===== config.mk =====
export PLATFORM = sky130hd
export DESIGN_NAME = keypad_scan
export DESIGN_NICKNAME = d
export VERILOG_FILES = /design/src/rtl/keypad_pkg.sv /design/src/rtl/keypad_sync.sv /design/src/rtl/keypad_scan.sv
export SDC_FILE = /design/constraint.sdc
export NUM_CORES = 1
export LEC_CHECK = 0
export BUFFER_PORTS_ARGS = -buffer_cell sky130_fd_sc_hd__buf_2
export CAP_MARGIN = 0
export CORE_MARGIN = 4
export CORE_UTILIZATION = 66
export DETAILED_ROUTE_END_ITERATION = 6
export PLACE_DENSITY = 0.85
export SLEW_MARGIN = 40
export SYNTH_ARGS = -nofsm -noshare
export SYNTH_HDL_FRONTEND = slang
export SYNTH_HIERARCHICAL = 1
export SYNTH_SLANG_ARGS = --single-unit

===== constraint.sdc =====
create_clock -name clk -period 5.2 [get_ports clk]
set_input_delay 1.56 -clock clk [delete_from_list [all_inputs] [get_ports clk]]
set_output_delay 1.56 -clock clk [all_outputs]
set_load 0.02 [all_outputs]

===== src/rtl/keypad_pkg.sv =====
// keypad_pkg -- shared definitions for the 4x4 keypad scanner.
//   state_t     : scanner FSM states
//   KEY_*       : codes for the non-digit keys (digits use their own value 0..9)
//   key_lookup  : {row, col} -> key code
//   is_digit    : true for codes 0..9
//   lowest_low  : index of the lowest-numbered low row in an active-low pattern
package keypad_pkg;

  typedef enum logic [1:0] {
    SCAN         = 2'd0,
    DEBOUNCE     = 2'd1,
    PRESSED      = 2'd2,
    RELEASE_WAIT = 2'd3
  } state_t;

  localparam logic [3:0] KEY_A    = 4'hA;
  localparam logic [3:0] KEY_B    = 4'hB;
  localparam logic [3:0] KEY_C    = 4'hC;
  localparam logic [3:0] KEY_D    = 4'hD;
  localparam logic [3:0] KEY_STAR = 4'hE;
  localparam logic [3:0] KEY_HASH = 4'hF;

  // Layout: row0 = 1 2 3 A, row1 = 4 5 6 B, row2 = 7 8 9 C, row3 = * 0 # D
  function automatic logic [3:0] key_lookup(input logic [1:0] row, input logic [1:0] col);
    logic [3:0] code;
    case ({row, col})
      4'd0:    code = 4'd1;
      4'd1:    code = 4'd2;
      4'd2:    code = 4'd3;
      4'd3:    code = KEY_A;
      4'd4:    code = 4'd4;
      4'd5:    code = 4'd5;
      4'd6:    code = 4'd6;
      4'd7:    code = KEY_B;
      4'd8:    code = 4'd7;
      4'd9:    code = 4'd8;
      4'd10:   code = 4'd9;
      4'd11:   code = KEY_C;
      4'd12:   code = KEY_STAR;
      4'd13:   code = 4'd0;
      4'd14:   code = KEY_HASH;
      default: code = KEY_D;
    endcase
    return code;
  endfunction

  function automatic logic is_digit(input logic [3:0] code);
    return code <= 4'd9;
  endfunction

  // Rows are active-low; row 0 wins when several are pressed together.
  function automatic logic [1:0] lowest_low(input logic [3:0] rows);
    logic [1:0] idx;
    if (!rows[0])      idx = 2'd0;
    else if (!rows[1]) idx = 2'd1;
    else if (!rows[2]) idx = 2'd2;
    else               idx = 2'd3;
    return idx;
  endfunction

endpackage


===== src/rtl/keypad_sync.sv =====
// keypad_sync -- two-flop synchronizer for the asynchronous keypad rows.
// Both stages reset to all-ones (rows idle high).
//   clk   : system clock
//   reset : asynchronous, active-high
//   d     : asynchronous input
//   q     : synchronized output, two cycles behind d
module keypad_sync #(
  parameter int WIDTH = 4
) (
  input  logic             clk,
  input  logic             reset,
  input  logic [WIDTH-1:0] d,
  output logic [WIDTH-1:0] q
);

  logic [WIDTH-1:0] meta;

  // NOTE: non-blocking assignments make each stage sample its pre-edge input;
  // blocking ones here would collapse the two stages into a single flop.
  always_ff @(posedge clk or posedge reset) begin
    if (reset) begin
      meta <= '1;
      q    <= '1;
    end else begin
      meta <= d;
      q    <= meta;
    end
  end

endmodule


===== src/rtl/keypad_scan.sv =====
// keypad_scan -- 4x4 matrix keypad scanner with debounce and digit decode.
// Rotates one active-low column, freezes it when a row falls, debounces the
// press, emits a single pulse per press, then waits for a debounced release.
// Optional macro KEYPAD_FUNC_KEYS_EN adds pulses for keys A, B and C.
//   clk             : system clock
//   reset           : asynchronous, active-high
//   row_in[3:0]     : keypad rows, active-low, asynchronous
//   col_out[3:0]    : column drive, active-low, exactly one bit low
//   keyboard_en     : one-cycle pulse for a debounced digit press
//   keyboard_num    : last accepted digit (already valid during keyboard_en)
//   set_code_button : (KEYPAD_FUNC_KEYS_EN) one-cycle pulse for key A
//   confirm_button  : (KEYPAD_FUNC_KEYS_EN) one-cycle pulse for key B
//   input_button    : (KEYPAD_FUNC_KEYS_EN) one-cycle pulse for key C
module keypad_scan
  import keypad_pkg::*;
#(
  parameter int SCAN_DIV        = 1000,
  parameter int DEBOUNCE_CYCLES = 200000
) (
  input  logic       clk,
  input  logic       reset,
  input  logic [3:0] row_in,
  output logic [3:0] col_out,
  output logic       keyboard_en,
  output logic [3:0] keyboard_num
`ifdef KEYPAD_FUNC_KEYS_EN
  ,
  output logic       set_code_button,
  output logic       confirm_button,
  output logic       input_button
`endif
);

  localparam logic [15:0] DIV_LAST = 16'(SCAN_DIV - 1);
  localparam logic [19:0] DEB_LAST = 20'(DEBOUNCE_CYCLES - 1);

  logic [3:0]  row_sync;
  state_t      state, state_next;
  logic [15:0] div_q, div_next;
  logic [1:0]  col_q, col_next;
  logic [19:0] cnt_q, cnt_next;
  logic [3:0]  pat_q, pat_next;   // row pattern seen when the press was detected
  logic [3:0]  key_q, key_next;   // decoded key of the press in progress
  logic [3:0]  num_q, num_next;
  logic        pulse_digit;

  keypad_sync #(.WIDTH(4)) u_sync (
    .clk   (clk),
    .reset (reset),
    .d     (row_in),
    .q     (row_sync)
  );

  always_ff @(posedge clk or posedge reset) begin
    if (reset) begin
      state <= SCAN;
      div_q <= '0;
      col_q <= '0;
      cnt_q <= '0;
      pat_q <= '1;
      key_q <= '0;
      num_q <= '0;
    end else begin
      state <= state_next;
      div_q <= div_next;
      col_q <= col_next;
      cnt_q <= cnt_next;
      pat_q <= pat_next;
      key_q <= key_next;
      num_q <= num_next;
    end
  end

  // NOTE: every signal gets its default before the case so no path leaves one
  // unassigned, which would otherwise infer a latch.
  always_comb begin
    state_next = state;
    div_next   = div_q;
    col_next   = col_q;
    cnt_next   = cnt_q;
    pat_next   = pat_q;
    key_next   = key_q;
    num_next   = num_q;

    case (state)
      SCAN: begin
        if (row_sync != 4'hF) begin
          state_next = DEBOUNCE;
          pat_next   = row_sync;
          key_next   = key_lookup(lowest_low(row_sync), col_q);
          cnt_next   = '0;
          div_next   = '0;
        end else if (div_q == DIV_LAST) begin
          div_next = '0;
          col_next = col_q + 2'd1;
        end else begin
          div_next = div_q + 16'd1;
        end
      end

      DEBOUNCE: begin
        // Any change of the row pattern (release or another row falling)
        // restarts scanning from the frozen column.
        if (row_sync != pat_q) begin
          state_next = SCAN;
          cnt_next   = '0;
        end else if (cnt_q == DEB_LAST) begin
          state_next = PRESSED;
          cnt_next   = '0;
        end else begin
          cnt_next = cnt_q + 20'd1;
        end
      end

      PRESSED: begin
        state_next = RELEASE_WAIT;
        if (is_digit(key_q)) num_next = key_q;
      end

      RELEASE_WAIT: begin
        if (row_sync != 4'hF) begin
          cnt_next = '0;
        end else if (cnt_q == DEB_LAST) begin
          state_next = SCAN;
          cnt_next   = '0;
        end else begin
          cnt_next = cnt_q + 20'd1;
        end
      end

      default: state_next = SCAN;
    endcase
  end

  assign col_out     = ~(4'b0001 << col_q);
  assign pulse_digit = (state == PRESSED) && is_digit(key_q);
  assign keyboard_en = pulse_digit;
  // Present the new digit during the pulse itself; the register holds it after.
  assign keyboard_num = pulse_digit ? key_q : num_q;

`ifdef KEYPAD_FUNC_KEYS_EN
  assign set_code_button = (state == PRESSED) && (key_q == KEY_A);
  assign confirm_button  = (state == PRESSED) && (key_q == KEY_B);
  assign input_button    = (state == PRESSED) && (key_q == KEY_C);
`endif

endmodule

==> results.cfg, run 1 <==
[critical_path]
startpoint_type = register
timing.rr.end = cnt_q[12]
r2r_cells = 5
cp-end-kind = output port
r2r-start = u_sync/q[0]
worstSetupPathType = register to output port
r2r_slack_ns = 2.66
crit_required_ns = 3.64
critPathMaxFanout = 7
crit_arrival_ns = 1.76

[placed_design]
gp_congestion = 0.883
io_buffers = 14
placed_cell_area_um2 = 3310
pre_cts_ws_ns = 2.28
dpl.hpwl_mm = 4.46

[cts]
insertion_delay_ns = 0.34
hold_buffers = 0
h-tree-depth = 3
clk_pin_slew_ns = 0.07
cts_made_buffers = 9
cts_root_buffer = clkbuf_8
post_cts_buffers = 0
clock_sinks = 60
post_cts_resized = 0
cts_tree = done
cts_buffer_depth = 2

[job]
cap_violations = 0

[synthesis]
syn_area_um2 = 3230
synth-edff-count = 0
synth_area_leader_cell = dfrtp_1
synth_most_common_cell = dfrtp_1
synth.top_cells.by_count = 48 x dfrtp_1, 30 x nand2_1, 26 x nor2_1
synth_top_area_share_pct = 37.2
synthMuxAreaShare_pct = 2.01
synth_top_family_by_area = simple AND/OR/NAND/NOR gates
synth_cell_types = 49
synth.yosys.warnings = 6
syn_nets = 359
async_flop_share_pct = 100
syn_inst = 345
synth-seq-area-share_pct = 46.9
synthAdderAreaFrac_pct = 3.10
synthTopCellsByArea = dfrtp_1 37%, dfstp_2 9.8%, a31oi_1 3.9%
synth_ff_type = dfrtp_1
synth_xor_area_share_pct = 2.17
synth_compound_area_share_pct = 18.8
synth_seq_cells = 60
postSynthAreaPerCell_um2 = 9.37
synthSimpleGateAreaFrac_pct = 22.4

[die]
pin_count = 15
die_w_um = 78.0
die_area_um2 = 6080
fp.dieH_um = 78.0
core_area_um2 = 4720
row_count = 25
initial_core_util_pct = 68.5

[global_route]
grt_pass1_wl_mm = 11.6
grt_use_total_pct = 23.8
grt_pass1_vias = 2603
grt_overflow = 0
grt_start_max_net_pins = 53
antenna_found_initial = 0

[sta]
rsz0062_at_grt = false
skew_ns = 0.00870
setup_tns_ns = 0
worst_pin_slew_ns = 0.766
fin_crit_ns = 3.32
holdWs_ns = 0.361
hold_viol_final = 0
setup_ws_ns = 1.88
period_share_pct = 63.9
slew_headroom_pct = 48.6
setup_viol_count_final = 0
max_freq_mhz = 301
slew_violations = 0

[route]
drtIter0Drc = 256
avgViaCountPerCell = 6.33
antenna_left = 0
drc_errors = 0
avgRoutedWirePerCell_um = 15.7
drt_pass1_iterations = 5
drt_wl_total_mm = 6.65
routed-via-count = 2676

[cells_and_area]
finalNetCount = 365
fillCellCount = 325
drive_above_1_share_pct = 17.1
area_growth_syn_to_layout_pct = 8.75
fin_area_um2 = 3520
diodes = 0

[pwr]
peakVddDrop_v = 0.000230
p_leak_nw = 1.47
power.density_nw_per_um2 = 343

[run_status]
outcome = finished clean

[hold_path]
min_from = u_sync/meta[2]
min_path_type = register to register
hold_path_end = u_sync/q[2]
hold_depth = 0
where the power goes:
part	switching (W)	internal [W]	total, W	leakage (nW)
logic	0.000153	0.0000776	0.000231	0.585
clock network	0.000204	0.000208	0.000412	0.0990
registers	0.0000397	0.000522	0.000562	0.786
total	0.000397	0.000808	0.00120	1.47
stage by stage:
step / total power (W) / std cells / util [%]
after floorplan: 0.000746 / 345 / -
after global placement: 0.000780 / 407 / 69.9
after detailed placement: 0.000799 / 407 / 70.1
after CTS: 0.00121 / 423 / 74.4
after global routing: 0.00127 / 423 / 74.4
final: 0.00120 / 423 / 74.4
worst max-delay path by stage:
stage	start	end	slack, ns	cells past startpoint
2_1_floorplan	reset	asynchronous set/reset pin	2.39	1
3_5_place_dp	state[0]	keyboard_num[1]	2.28	4
3_3_place_gp	state[0]	keyboard_num[1]	2.35	4
4_1_cts	state[0]	keyboard_num[2]	1.89	4
6_report	state[0]	keyboard_num[1]	1.88	4
5_1_grt	state[0]	keyboard_num[2]	1.73	4
cells in the final DEF (no fill, tap or decap), types with 6 or more instances in the layout:
| master | n |
|---|---|
| nand2_1 | 30 |
| a21oi_1 | 13 |
| o21ai_1 | 6 |
| nand4_1 | 7 |
| o21ai_0 | 21 |
| inv_1 | 12 |
| nand3_1 | 23 |
| nor2_1 | 24 |
| nor3_1 | 10 |
| ha_1 | 8 |
| and4_1 | 7 |
| a31oi_1 | 20 |
| clkbuf_8 | 9 |
| and2_1 | 6 |
| a22o_1 | 8 |
| dfstp_2 | 12 |
| dfrtp_1 | 48 |
| buf_2 | 14 |
flip-flops by register name (all words and copies together), names as in the netlist, named ones only:
signal / cells
cnt_q: 20
col_q: 2
div_q: 16
key_q: 4
num_q: 4
pat_q: 4
state: 1
u_sync/meta: 4
u_sync/q: 4
per-layer routing:
metal,wire length (µm),up-vias,track usage (%)
li1,-,1281,-
met5,0,-,0
met4,56,0,8.04
met1,3000,1315,30.8
met3,303,7,6.03
met2,3300,73,38.9
critical path, cell delays in order (launching register included):
cell	delay [ns]
dfrtp_1	0.45
clkinv_1	0.24
nand3_1	0.21
mux2_2	0.36
buf_2	0.16
cells by family after synthesis:
kind of cell	after synthesis
buffers and inverters	34
flip-flops	60
AND/OR/NAND/NOR	136
XOR/XNOR	8
adder cells (fa/ha/maj)	8
AO/OA/AOI/OAI	93
multiplexers	6
area by class of cell:
cell class	instances	area (µm²)	share of cell area (%)
Inverter	14	55.1	1.57
Clock inverter	6	51.3	1.46
Multi-Input combinational cell	251	1580	45.0
Timing Repair Buffer	15	77.6	2.21
Clock buffer	10	149	4.23
Sequential cell	60	1520	43.1
Tap cell	67	83.8	2.38
No activity file was read; power rests on OpenSTA's default activity.
==> inputs of run 2 (changes only) <==
Settings changed: ABC_AREA from default to 1, CORE_UTILIZATION 66 to 56, PLACE_DENSITY 0.85 to 0.76.
Clock period 5.2 ns to 2.8 ns, I/O delays scaled along.
==> results.cfg, run 2 <==
[run_status]
outcome = finished clean

[critical_path]
timing.rr.end = cnt_q[8]
r2r_slack_ns = 1.09
cp-end-kind = output port
r2r_cells = 8
cp_cell_sequence = nor2_1 -> o21ai_1 -> o21ai_0 -> buf_2
startpoint_type = register
r2r-start = cnt_q[0]
cpPeakStageDelay_ns = 0.43
slowest_stage = dfrtp_1
critPathMaxFanout = 7
worstSetupPathType = register to output port
crit_arrival_ns = 1.66
crit_required_ns = 1.96

[cells_and_area]
fin_area_um2 = 3870
largest_reg_flops = 20
area_growth_syn_to_layout_pct = 10.4
top_register = cnt_q
final_cell_mix = 118 x nand2_1, 63 x inv_1, 48 x dfrtp_1, 37 x nor2_1
top_regs = cnt_q (20), div_q (16)
mostFrequentLayoutCell = nand2_1
fillCellCount = 513
regArea_um2 = 1520
multi_input_area_um2 = 1690
diodes = 0
finalNetCount = 481
drive_above_1_share_pct = 16.3

[placed_design]
dpl.hpwl_mm = 5.16
io_buffers = 14
pre_cts_ws_ns = 0.663
placed_cell_area_um2 = 3670
gp_congestion = 0.867

[sta]
setup_viol_count_final = 0
max_freq_mhz = 401
hold_viol_final = 0
holdWs_ns = 0.359
setup_ws_ns = 0.305
fin_crit_ns = 2.50
slew_headroom_pct = 66.6
setup_tns_ns = 0
slew_violations = 0
period_share_pct = 89.1
worst_pin_slew_ns = 0.500
rsz0062_at_grt = false
skew_ns = 0.00687

[cts]
cts_root_buffer = clkbuf_8
post_cts_buffers = 0
cts_buffer_depth = 2
h-tree-depth = 3
post_cts_resized = 0
insertion_delay_ns = 0.34
cts_tree = done
clk_pin_slew_ns = 0.07
hold_buffers = 0
cts_made_buffers = 9
clock_sinks = 60

[synthesis]
syn_inst = 443
synth_top_area_share_pct = 34.3
async_flop_share_pct = 100
synth_seq_cells = 60
synth.top_cells.by_count = 118 x nand2_1, 64 x inv_1, 48 x dfrtp_1
synth_most_common_cell = nand2_1
synth_cell_types = 34
syn_nets = 457
synth.yosys.warnings = 6
synthTopCellsByArea = dfrtp_1 34%, nand2_1 13%, dfstp_2 9.0%
syn_area_um2 = 3500
postSynthAreaPerCell_um2 = 7.91
synth-edff-count = 0
synth_ff_type = dfrtp_1
synth-seq-area-share_pct = 43.3
synth_area_leader_cell = dfrtp_1

[route]
drtIter0Drc = 119
avgViaCountPerCell = 5.33
drc_errors = 0
wl_met2_mm = 3.40
routed-via-count = 2917
antenna_left = 0
wl_met3_um = 338
drt_wl_total_mm = 7.01
avgRoutedWirePerCell_um = 12.8
drt_pass1_iterations = 5
met1_length_mm = 3.12
top_layer = met4

[hold_path]
min_path_type = register to register
hold_depth = 0
min_from = u_sync/meta[0]
hold_path_end = u_sync/q[0]

[global_route]
grt_pass1_vias = 2867
grt_use_total_pct = 21.0
antenna_found_initial = 0
grt_overflow = 0
grt_pass1_wl_mm = 12.6
grt_start_max_net_pins = 32

[die]
die_w_um = 87.1
core_area_um2 = 5990
pin_count = 15
initial_core_util_pct = 58.5
fp.dieH_um = 87.1
die_area_um2 = 7590
row_count = 28

[pwr]
p_leak_nw = 1.84
finalPower_w = 0.00234
peakVddDrop_v = 0.000445
power.density_nw_per_um2 = 604

[job]
cap_violations = 0
-- run 2: cell types whose count changed in the layout (fill, tap and decap cells not counted), sizes merged, moves of 6 or more --
cell,delta
nand3,+13
inv,+51
and2,-6
a22o,-8
nor2,+19
xor2,+12
a21oi,-9
nand2,+93
a31oi,-19
o21ai,+18
and4,-7
-- run 2: layer usage --
layer  up-vias  track usage [%]
met2        64             34.3
met1      1361             27.5
met4         0             8.23
met3        17             4.07
met5         -                0
li1       1475                -
-- run 2: worst max-delay path by stage --
stage,from,to,slack (ns),cells past startpoint
final,state[0],keyboard_num[3],0.30,4
after global routing,register,keyboard_num[0],0.13,5
after CTS,state[0],keyboard_num[0],0.29,4
after detailed placement,state[0],keyboard_num[0],0.66,4
after global placement,state[0],keyboard_num[3],0.70,4
after floorplan,state[0],keyboard_num[0],0.60,3
-- run 2: area by class of cell --
| class | instances | share of cell area [%] |
|---|---|---|
| clock inverters | 7 | 2.01 |
| repair buffers | 16 | 2.52 |
| flip-flops and latches | 60 | 39.2 |
| inverters | 68 | 6.86 |
| well taps | 75 | 2.43 |
| multi-input cells | 312 | 43.8 |
| clock buffers | 9 | 3.20 |
-- run 2: cell families after synthesis --
group / after synthesis / synth area share [%]
compound gates: 60 / 10.2
fa+ha+maj: 8 / 2.86
xor+xnor: 19 / 4.75
flops: 60 / 43.3
buf+inv: 71 / 8.39
simple gates: 225 / 30.5
-- run 2: through the flow --
stage | util [%] | instances
after floorplan | - | 443
after global placement | 61.2 | 531
after detailed placement | 61.2 | 531
after CTS | 64.6 | 547
after global routing | 64.6 | 547
final | 64.6 | 547
-- run 2: worst max-delay path, delay by kind of cell, from the launching register on --
kind | cells | cell delay, ns
AO/OA/AOI/OAI | 2 | 0.45
buffers and inverters | 1 | 0.21
flip-flops | 1 | 0.43
AND/OR/NAND/NOR | 1 | 0.23
-- run 2: power by group --
group / total [W] / internal (W) / switching, W
logic: 0.000490 / 0.000148 / 0.000342
clock network: 0.000778 / 0.000413 / 0.000365
registers: 0.00107 / 0.000999 / 0.0000694
==> inputs of run 3 (changes only) <==
Settings changed: CELL_PAD_IN_SITES_DETAIL_PLACEMENT from default to 0, CELL_PAD_IN_SITES_GLOBAL_PLACEMENT from default to 1, CORE_UTILIZATION 56 to 42, PLACE_DENSITY 0.76 to default, PLACE_DENSITY_LB_ADDON from default to 0.1, RECOVER_POWER from default to 100, SYNTH_HIERARCHICAL 1 to default.
==> results.cfg, run 3 <==
[cells_and_area]
mostFrequentLayoutCell = nand2_1
top_regs = cnt_q (20), div_q (16)
fillCellCount = 802
finalNetCount = 474
top_register = cnt_q
largest_reg_flops = 20
area_growth_syn_to_layout_pct = 8.98
final_cell_mix = 106 x nand2_1, 61 x inv_1, 50 x nor2_1, 47 x dfrtp_1, 33 x nand3_1
diodes = 0
drive_above_1_share_pct = 13.1
fin_cells = 567

[die]
fp.dieH_um = 99.1
core_area_um2 = 7890
initial_core_util_pct = 44.2
die_area_um2 = 9810
row_count = 32
die_w_um = 99.1
pin_count = 15

[sta]
fin_crit_ns = 2.51
setup_viol_count_final = 0
max_freq_mhz = 399
slew_headroom_pct = 38.0
setup_ws_ns = 0.293
worst_pin_slew_ns = 0.930
rsz0062_at_grt = false
skew_ns = 0.00885
slew_violations = 0
hold_viol_final = 0
setup_tns_ns = 0
period_share_pct = 89.5

[route]
avgRoutedWirePerCell_um = 12.6
drc_errors = 0
avgViaCountPerCell = 4.80
drtIter0Drc = 91
antenna_left = 0
drt_pass1_iterations = 7
drt_wl_total_mm = 7.13
routed-via-count = 2721

[synthesis]
syn_inst = 436
synth.top_cells.by_count = 99 x nand2_1, 60 x inv_1, 50 x nor2_1
synth_cell_types = 34
synth_top_area_share_pct = 34.5
syn_area_um2 = 3480
synth_seq_cells = 60
synth_ff_type = dfrtp_1
synth-seq-area-share_pct = 43.5
synthTopCellsByArea = dfrtp_1 34%, nand2_1 11%, dfstp_2 9.1%
async_flop_share_pct = 100
postSynthAreaPerCell_um2 = 7.99
synth_most_common_cell = nand2_1
synth-edff-count = 0
syn_nets = 450
synth_area_leader_cell = dfrtp_1
synth.yosys.warnings = 0

[critical_path]
crit_required_ns = 1.96
worstSetupPathType = register to output port
crit_arrival_ns = 1.67
cp-end-kind = output port
startpoint_type = register
critPathMaxFanout = 6

[placed_design]
dpl.hpwl_mm = 5.30
gp_congestion = 0.790
pre_cts_ws_ns = 0.470
placed_cells = 551
io_buffers = 14

[cts]
post_cts_resized = 0
clock_sinks = 60
post_cts_buffers = 0
cts_buffer_depth = 2
cts_made_buffers = 9
h-tree-depth = 3
cts_tree = done
hold_buffers = 0
cts_root_buffer = clkbuf_8
clk_pin_slew_ns = 0.07
insertion_delay_ns = 0.33

[pwr]
p_leak_nw = 1.70
power.density_nw_per_um2 = 604
peakVddDrop_v = 0.000254

[hold_path]
min_path_type = register to register

[global_route]
busiest_layer = met2
grt_start_max_net_pins = 29
antenna_found_initial = 0
grt_use_total_pct = 16.0
grt_pass1_vias = 2665
grt_overflow = 0
grt_pass1_wl_mm = 12.7
grtUsageMet2_pct = 25.4
grtUsageMet3_pct = 3.40
grt_util_met1_pct = 21.6

[run_status]
outcome = finished clean

[job]
cap_violations = 0
## run 3: cell types whose count changed after synthesis, moves of 3 or more
cell | previous run | this run
o22ai_2 | 0 | 8
o21ai_0 | 31 | 28
nand2_1 | 118 | 99
nor2_1 | 37 | 50
inv_1 | 64 | 60
o21ai_1 | 5 | 1
nor3_1 | 9 | 4
nand2_2 | 3 | 15
nand3_4 | 3 | 0
## run 3: cell families (layout without fill, tap and decap cells)
family | Yosys count | after routing | share of synthesized area (%)
AND/OR/NAND/NOR | 220 | 220 | 29.0
adder cells (fa/ha/maj) | 8 | 8 | 2.87
AO/OA/AOI/OAI | 59 | 59 | 11.4
flip-flops | 60 | 60 | 43.5
XOR/XNOR | 20 | 20 | 5.03
buffers and inverters | 69 | 98 | 8.15
## run 3: power by group
part,internal [W],leakage [nW],total [W],switching (W)
registers,0.000967,0.783,0.00102,0.0000551
clock network,0.000589,0.117,0.000923,0.000334
logic,0.0000961,0.797,0.000346,0.000250
total,0.00165,1.70,0.00229,0.000639
## run 3: final timing paths
| path | startpoint | endpoint | slack [ns] | cells past startpoint |
|---|---|---|---|---|
| min in group asynchronous | reset | cnt_q[0] | 0.60 | 2 |
| max in group asynchronous | reset | cnt_q[6] | 0.92 | 3 |
| min reg2reg | u_sync.meta[2] | u_sync.q[2] | 0.36 | 0 |
| max | register | keyboard_num[1] | 0.29 | 7 |
| min | u_sync.meta[2] | u_sync.q[2] | 0.36 | 0 |
| max reg2reg | u_sync.q[0] | div_q[12] | 0.41 | 8 |
## run 3: area by class of cell
cell class / count / area [µm²] / area share, %
Sequential cell: 60 / 1520 / 40.0
Multi-Input combinational cell: 307 / 1600 / 42.2
Clock inverter: 5 / 100 / 2.64
Clock buffer: 11 / 131 / 3.46
Timing Repair Buffer: 17 / 71.3 / 1.88
Tap cell: 102 / 128 / 3.36
Inverter: 65 / 245 / 6.46
## run 3: worst max-delay path, stage by stage (launching register included)
cell and delay, ns:
dfrtp_2 0.46, inv_1 0.08, nor2_2 0.05, o21ai_1 0.22
clkinv_1 0.20, nand2_1 0.09, nand2_1 0.07, clkbuf_1 0.17
## run 3: routing by layer
| metal | vias up | part of all wire (%) |
|---|---|---|
| li1 | 1438 | - |
| met1 | 1236 | 49 |
| met2 | 38 | 47 |
| met3 | 9 | 3.4 |
| met4 | 0 | 1.3 |
| met5 | - | 0 |
## run 3: metrics by stage
step	util, %	hold WS (ns)	power [W]	instance area [µm²]
2_1_floorplan	-	0.345	0.00132	3480
3_3_place_gp	46.5	0.346	0.00141	3670
3_5_place_dp	46.5	0.349	0.00141	3670
4_1_cts	49.4	0.361	0.00235	3900
5_1_grt	48.1	0.368	0.00244	3800
6_report	48.1	0.360	0.00229	3800
